## src/rtl/elastic_pipeline_pkg.sv

```systemverilog
// Shared types for the elastic pipeline: the per-stage occupancy state.
package elastic_pipeline_pkg;

   // EMPTY: nothing held; BUSY: main reg holds a word; FULL: main and skid both hold words.
   typedef enum logic [1:0] {
      ST_EMPTY = 2'd0,
      ST_BUSY  = 2'd1,
      ST_FULL  = 2'd2
   } stage_state_e;

endpackage

```

## src/rtl/elastic_stage.sv

```systemverilog
// One elastic stage: a main register plus a skid register under a three-state FSM.
// Upstream ready is decoded from the state flops only. The downstream ready
// therefore never reaches the upstream ready through combinational logic.
module elastic_stage
   import elastic_pipeline_pkg::*;
#(
   parameter int p_width = 32
) (
   input  logic               i_clk,
   input  logic               i_rst_n,
   input  logic               i_valid,
   output logic               o_ready,
   input  logic [p_width-1:0] i_data,
   output logic               o_valid,
   input  logic               i_ready,
   output logic [p_width-1:0] o_data
);

   stage_state_e       state_q, state_d;
   logic [p_width-1:0] main_q, main_d;
   logic [p_width-1:0] skid_q, skid_d;
   logic               in_fire;
   logic               out_fire;

   assign o_valid  = (state_q != ST_EMPTY);
   assign o_ready  = (state_q != ST_FULL);
   assign o_data   = main_q;
   assign in_fire  = i_valid && o_ready;
   assign out_fire = o_valid && i_ready;

   // Next-state and register-load decode for the stage FSM.
   always_comb begin
      // NOTE: every output of this block gets a default first, so no path can infer a latch.
      state_d = state_q;
      main_d  = main_q;
      skid_d  = skid_q;
      case (state_q)
         ST_EMPTY: begin
            if (in_fire) begin
               state_d = ST_BUSY;
               main_d  = i_data;
            end
         end
         ST_BUSY: begin
            if (in_fire && out_fire) begin
               main_d = i_data;
            end else if (in_fire) begin
               state_d = ST_FULL;
               skid_d  = i_data;
            end else if (out_fire) begin
               state_d = ST_EMPTY;
            end
         end
         ST_FULL: begin
            if (out_fire) begin
               state_d = ST_BUSY;
               main_d  = skid_q;
            end
         end
         default: begin
            state_d = ST_EMPTY;
         end
      endcase
   end

   // State and data registers.
   always_ff @(posedge i_clk or negedge i_rst_n) begin
      if (!i_rst_n) begin
         // NOTE: the data registers are cleared too, so o_data reads 0 out of reset rather than X.
         state_q <= ST_EMPTY;
         main_q  <= '0;
         skid_q  <= '0;
      end else begin
         // NOTE: sequential state uses non-blocking assignments only.
         state_q <= state_d;
         main_q  <= main_d;
         skid_q  <= skid_d;
      end
   end

endmodule

```

## src/rtl/elastic_pipeline.sv

```systemverilog
// Elastic pipeline of p_stages elastic_stage instances chained by valid/ready.
// Total capacity is 2*p_stages words. Unstalled latency is p_stages cycles.
// Optional feature: define ELASTIC_PIPELINE_STATS_EN to add the o_count
// occupancy output and its counter.
module elastic_pipeline
   import elastic_pipeline_pkg::*;
#(
   parameter int p_width  = 32,
   parameter int p_stages = 4
) (
   input  logic               i_clk,
   input  logic               i_rst_n,
   input  logic               i_valid,
   output logic               o_ready,
   input  logic [p_width-1:0] i_data,
   output logic               o_valid,
   input  logic               i_ready,
   output logic [p_width-1:0] o_data
`ifdef ELASTIC_PIPELINE_STATS_EN
   ,
   output logic [$clog2(2*p_stages+1)-1:0] o_count
`endif
);

   // Routing array: entry k is the input side of stage k, and entry k+1 is its output side.
   logic               valid_r [p_stages+1];
   logic               ready_r [p_stages+1];
   logic [p_width-1:0] data_r  [p_stages+1];

   assign valid_r[0]        = i_valid;
   assign data_r[0]         = i_data;
   assign o_ready           = ready_r[0];
   assign o_valid           = valid_r[p_stages];
   assign o_data            = data_r[p_stages];
   assign ready_r[p_stages] = i_ready;

   for (genvar k = 0; k < p_stages; k++) begin : g_stage
      elastic_stage #(
         .p_width (p_width)
      ) u_stage (
         .i_clk   (i_clk),
         .i_rst_n (i_rst_n),
         .i_valid (valid_r[k]),
         .o_ready (ready_r[k]),
         .i_data  (data_r[k]),
         .o_valid (valid_r[k+1]),
         .i_ready (ready_r[k+1]),
         .o_data  (data_r[k+1])
      );
   end

`ifdef ELASTIC_PIPELINE_STATS_EN
   localparam int c_cnt_w = $clog2(2*p_stages+1);

   logic               in_fire;
   logic               out_fire;
   logic [c_cnt_w-1:0] count_q, count_d;

   assign in_fire  = i_valid && o_ready;
   assign out_fire = o_valid && i_ready;
   assign o_count  = count_q;

   // Occupancy is +1 on an input fire and -1 on an output fire. It is unchanged on both or neither.
   always_comb begin
      count_d = count_q;
      case ({in_fire, out_fire})
         2'b10:   count_d = count_q + c_cnt_w'(1);
         2'b01:   count_d = count_q - c_cnt_w'(1);
         default: count_d = count_q;
      endcase
   end

   // Occupancy register.
   always_ff @(posedge i_clk or negedge i_rst_n) begin
      if (!i_rst_n) begin
         count_q <= '0;
      end else begin
         count_q <= count_d;
      end
   end
`else
   // Occupancy tracking is not built. The datapath above is unchanged.
`endif

endmodule
```

## config.mk

```make
export PLATFORM = sky130hd
export DESIGN_NAME = elastic_pipeline
export DESIGN_NICKNAME = d
export VERILOG_FILES = /design/src/rtl/elastic_pipeline_pkg.sv /design/src/rtl/elastic_stage.sv /design/src/rtl/elastic_pipeline.sv
export SDC_FILE = /design/constraint.sdc
export NUM_CORES = 1
export LEC_CHECK = 0
export BUFFER_PORTS_ARGS = -buffer_cell sky130_fd_sc_hd__clkbuf_2
export CORE_ASPECT_RATIO = 0.75
export CORE_MARGIN = 2
export CORE_UTILIZATION = 25
export CTS_CLUSTER_DIAMETER = 60
export DETAILED_ROUTE_END_ITERATION = 12
export PLACE_DENSITY = 0.41
export SYNTH_ARGS = -nofsm -noshare
export SYNTH_HDL_FRONTEND = slang
export SYNTH_SLANG_ARGS = --single-unit
```

## constraint.sdc

```tcl
create_clock -name i_clk -period 2.4 [get_ports i_clk]
set_input_delay 0.48 -clock i_clk [delete_from_list [all_inputs] [get_ports i_clk]]
set_output_delay 0.48 -clock i_clk [all_outputs]
set_load 0.02 [all_outputs]
```

* Word level (Yosys, flattened, before mapping) *
Index checks and enable logic that the tools add are counted.

word-level totals
  flip-flop bits (word level) = 264
  input port bits = 36
  output and inout bits = 34
  word-level logic and storage cells = 118

operators by class
  equality and inequality tests = 32
  mux-type cells = 37
  bitwise operators = 4
  reductions and logical operators = 33

operator list
  kind                                                                     number
  32-bit two-way mux                                                       12
  32-bit case mux with 3 select lines                                      4
  2-bit two-way mux                                                        17
  4-bit AND reduction                                                      8
  2-bit case mux with 3 select lines                                       4
  2-bit inequality test, second input constant                             11
  2-bit by 1-bit inequality test with 1-bit output, second input constant  9
  3-bit AND reduction                                                      4
  3-bit nonzero test                                                       4
  1-bit logical AND                                                        9
  3-bit by 2-bit inequality test with 1-bit output, second input constant  3
  2-bit by 1-bit equality test with 1-bit output, second input constant    4
  2-bit equality test, second input constant                               4
  2-bit logical NOT                                                        4
  2-bit nonzero test                                                       4
  1-bit NOT                                                                4
  3-bit by 1-bit inequality test with 1-bit output, second input constant  1

* Longest topological paths before layout *
  depth after elaboration = 6
  gate-level depth with buffers = 9
  gate-level depth less buffers = 6

* Modules after synthesis *
From an unflattened synthesis, not the netlist that was laid out.

second synthesis, totals
  cell total of the unflattened synthesis = 744
  area, all modules = 12797.3 µm²

by module, submodules not included
  module         times used  cells an instance  area each (µm²)  sequential area each (µm²)
  elastic_stage  4           186                3199.3           1651.6

* Worst setup path after synthesis *
OpenSTA, ideal clock, no wires.

  kind = register to register
  from = register g_stage[3].u_stage.state_q[0]
  to = register g_stage[3].u_stage.main_q[10]
  setup time = 0.125 ns
  arrival = 1.837 ns
  required time = 2.275 ns
  path slack = 0.438 ns
  stages on the path, launching flop included = 7
  buffers on the path = 2
  clock period less this slack = 1.962 ns
  cell sequence = dfrtp_1 inv_1 ha_1 buf_4 clkbuf_1 mux2_2 mux2_4

on the way
  longest elaborated chain between the ends = 5
  elaborated cells between the ends (all ways) = 14
  classes of those cells = eq/ne (6); mux (1); reduce/logical (7)

ends and longest elaborated chain
  what                                                                line                                      source
  start, declared                                                     elastic_stage.sv:19                       stage_state_e state_q, state_d;
  start signal, assigned                                              elastic_stage.sv:75                       state_q <= state_d;
  2-bit inequality test / 2-bit nonzero test (equally long branches)  elastic_stage.sv:26, elastic_stage.sv:25
  1-bit logical AND, on equally long branches                         elastic_stage.sv:28, elastic_stage.sv:29
  1-bit logical AND                                                   elastic_stage.sv:45                       if (in_fire && out_fire) begin
  2-bit by 1-bit inequality test with 1-bit output (no line)          --
  4-bit AND reduction (no line)                                       --
  end signal, assigned                                                elastic_stage.sv:76                       main_q <= main_d;
  end, declared                                                       elastic_stage.sv:20                       logic [p_width-1:0] main_q, main_d;

Several ways; a longest one is shown, not always the timed one.
A chain may end at the register's enable or synchronous reset.

* Worst setup path after layout *
  from = register g_stage[2].u_stage.state_q[0]
  to = register g_stage[2].u_stage.main_q[3]

on the way
  longest elaborated chain between the ends = 5
  elaborated cells between the ends (all ways) = 14
  classes of those cells = eq/ne (6); mux (1); reduce/logical (7)

ends and longest elaborated chain
  what                                                                line
  start, declared                                                     elastic_stage.sv:19
  start signal, assigned                                              elastic_stage.sv:75
  2-bit inequality test / 2-bit nonzero test (equally long branches)  elastic_stage.sv:26, elastic_stage.sv:25
  1-bit logical AND, on equally long branches                         elastic_stage.sv:28, elastic_stage.sv:29
  1-bit logical AND                                                   elastic_stage.sv:45
  2-bit by 1-bit inequality test with 1-bit output (no line)          --
  4-bit AND reduction (no line)                                       --
  end signal, assigned                                                elastic_stage.sv:76
  end, declared                                                       elastic_stage.sv:20

Several ways; a longest one is shown, not always the timed one.

==> results.py <==
metrics = {
    "routing": {
        "wl_met1_mm": 14.23,
        "routed.top_layer": "met4",
        "dr_wl_met2_mm": 9.293,
        "postRouteAntennaNets": 0,
        "firstDrtPassIters": 4,
        "vias": 6509,
        "remaining_drc_errors": 0,
        "drt-total-wl_mm": 25.07,
        "vias_per_cell": 4.135,
        "wl_per_cell_um": 15.93,
        "met3_length_um": 964,
        "drtIter0Drc": 246,
    },
    "floorplanning": {
        "initial_utilization_pct": 25.25,
        "die_h_um": 195.9,
        "fp-row-count": 70,
        "io_pins": 70,
        "die_x_um": 259.8,
        "core_area_um2": 48610,
        "fp.dieArea_um2": 50890,
    },
    "pwr": {
        "ir_drop_v": 0.0008625,
        "p_total_mw": 21.84,
        "leakagePower_nw": 5.935,
        "powerDensity_nw_per_um2": 1524,
    },
    "timing": {
        "worst_pin_slew_ns": 0.5186,
        "setup_violations": 0,
        "clock_skew_ns": 0.007526,
        "finalMaxSlewViolations": 0,
        "finalSetupTns_ns": 0,
        "max_clock_freq_mhz": 455.7,
        "rsz0062_at_grt": "no",
        "fin_crit_sh_pct": 91.44,
        "slew_headroom_pct": 65.43,
        "hold_viol": 0,
        "finalCriticalPeriod_ns": 2.195,
    },
    "finish": {
        "final_nets": 948,
        "drive_gt1_share_pct": 54.97,
        "stdcell_count": 1574,
        "area_growth_pct": 16.77,
        "num_antenna_cells": 0,
    },
    "synthesis": {
        "async_reset_ff_share_pct": 100.0,
        "yosysWarnings": 0,
        "synth_seq_area_share_pct": 53.83,
        "syn_area_um2": 12270,
        "syn-mean-instance-area_um2": 14.47,
        "synthDistinctLibCells": 44,
        "syn_inst": 848,
        "syn_nets": 896,
        "synth_flop_cell": "dfrtp_1",
        "synth-seq-cells": 264,
        "synth_edf_count": 0,
    },
    "outcome": {
        "outcome": "finished clean",
    },
    "clock_network": {
        "root_buffer": "clkbuf_16",
        "cts_hold_buffers": 1,
        "cts_tree": "built",
        "worst_skew_pair.late_latency_ns": 0.51,
        "path_clk_slew_ns": 0.06,
        "cts_buffers": 35,
        "cts_sinks": 264,
        "postCtsResizedCells": 0,
        "post_cts.repair.setup_buffers": 0,
        "clock_path_buffers": 3,
        "cts_htree_levels": 2,
    },
    "critical_path": {
        "endpoint_kind": "flip-flop",
        "required_ns": 2.79,
        "start_kind": "flip-flop",
        "cp_max_fo": 11,
        "critical_path_arrival_ns": 2.58,
        "path_class": "flip-flop to flip-flop",
    },
    "place": {
        "gp_congestion": 0.7056,
        "dp_cells": 1510,
        "placement.io_buffers": 69,
        "hpwl_mm": 16.32,
    },
    "global_route": {
        "overflow": 0,
        "gr-usage-all-layers_pct": 10.11,
        "grt_max_degree": 58,
        "antenna_found_initial": 0,
        "grt_pass1_wl_mm": 40.75,
        "first_global_vias": 6776,
    },
    "hold_path": {
        "min_path_type": "primary input to flip-flop",
    },
    "job": {
        "cap_violations": 0,
    },
}
[cell families (layout without fill, tap and decap cells)]
family	Yosys count	in the layout	synth area share [%]
AO/OA/AOI/OAI	94	94	5.281
XOR/XNOR	1	1	0.07138
adder cells (fa/ha/maj)	12	12	1.223
buffers and inverters	92	170	5.016
flip-flops	264	264	53.83
multiplexers	354	354	33.26
AND/OR/NAND/NOR	31	31	1.315
[layer usage]
layer / up-vias / global-route usage (%)
li1: 3131 / -
met1: 3250 / 16.24
met2: 86 / 12.71
met3: 42 / 2.506
met4: 0 / 3.278
met5: - / 0
[report_power, final]
part / internal (mW) / switching (mW)
clock network: 3.11 / 1.94
registers: 6.70 / 1.31
logic: 4.86 / 3.92
total: 14.7 / 7.17
[Yosys cell counts (2+ instances only)]
| cell | n | share of area [%] |
|---|---|---|
| o211ai_1 | 2 | 0.12 |
| mux2_4 | 36 | 4.4 |
| ha_1 | 12 | 1.2 |
| buf_6 | 14 | 1.3 |
| mux2_1 | 2 | 0.18 |
| nor3b_1 | 2 | 0.12 |
| buf_4 | 37 | 2.3 |
| o22ai_1 | 2 | 0.10 |
| clkbuf_1 | 10 | 0.31 |
| a21oi_2 | 30 | 2.1 |
| a21o_1 | 2 | 0.12 |
| buf_2 | 21 | 0.86 |
| nor2_1 | 8 | 0.24 |
| nor2b_1 | 2 | 0.10 |
| o21ai_2 | 2 | 0.14 |
| o21ai_0 | 3 | 0.12 |
| a21oi_1 | 41 | 1.7 |
| inv_1 | 10 | 0.31 |
| nand3_1 | 2 | 0.082 |
| a21boi_0 | 2 | 0.12 |
| mux2i_1 | 32 | 2.6 |
| nand2b_1 | 3 | 0.15 |
| nand2_1 | 6 | 0.18 |
| dfrtp_1 | 264 | 54 |
| mux2_2 | 284 | 26 |
[final timing paths]
path,startpoint,endpoint,slack (ns),cells after the start
max reg2reg,g_stage[2].u_stage.state_q[0]$_DFFE_PN0P_,g_stage[2].u_stage.o_data[3]$_DFFE_PN0P_,0.21,7
min in group asynchronous,i_rst_n,g_stage[0].u_stage.skid_q[9]$_DFFE_PN0P_,0.50,2
max,g_stage[2].u_stage.state_q[0]$_DFFE_PN0P_,g_stage[2].u_stage.o_data[3]$_DFFE_PN0P_,0.21,7
min reg2reg,g_stage[0].u_stage.skid_q[26]$_DFFE_PN0P_,g_stage[0].u_stage.skid_q[26]$_DFFE_PN0P_,0.50,1
max in group asynchronous,i_rst_n,g_stage[3].u_stage.o_data[17]$_DFFE_PN0P_,1.15,3
min,i_data[15],g_stage[0].u_stage.skid_q[15]$_DFFE_PN0P_,0.22,2
[cells in the final DEF (no fill, tap or decap), types with 7 or more instances in the layout]
cell type  synthesis  routed
clkbuf_1          10      10
mux2i_1           32      32
buf_4             37      18
clkbuf_16          0      37
clkinv_2           0       7
a21oi_2           30      30
nor2_1             8       7
a21oi_1           41      41
dfrtp_1          264     264
clkbuf_2           0      68
buf_12             0       9
mux2_4            36      36
ha_1              12      10
inv_1             10      10
mux2_2           284     284
[flip-flops by register name, summed over array words and instances, names as in the netlist]
name                     count
g_stage.u_stage.o_data     128
g_stage.u_stage.skid_q     128
g_stage.u_stage.state_q      8
[metrics by stage]
stage	hold slack, ns	cell area (µm²)	util [%]	setup slack [ns]
after floorplan	0.1844	12270	-	0.4376
after global placement	0.4703	13190	27.14	0.2181
after detailed placement	0.4612	13190	27.14	0.1957
after CTS	0.1809	14330	29.48	0.1885
after global routing	0.1924	14330	29.48	0.01520
final	0.2171	14330	29.48	0.2054
[critical path: stages, from the launching register on]
cell and delay [ns]:
dfrtp_1 0.38, inv_1 0.09, ha_1 0.34, nor2_1 0.34, nand2_1 0.14, o21ai_2 0.21, buf_4 0.23, mux2_2 0.35
[cell type report]
type	instances	area (µm²)
Fill cell	4872	34280
Sequential cell	264	6606
Clock buffer	53	1046
Timing Repair Buffer	97	680.7
Inverter	10	37.54
Multi-Input combinational cell	492	5067
Clock inverter	10	81.33
Tap cell	648	810.8
No activity file was read; power rests on OpenSTA's default activity.
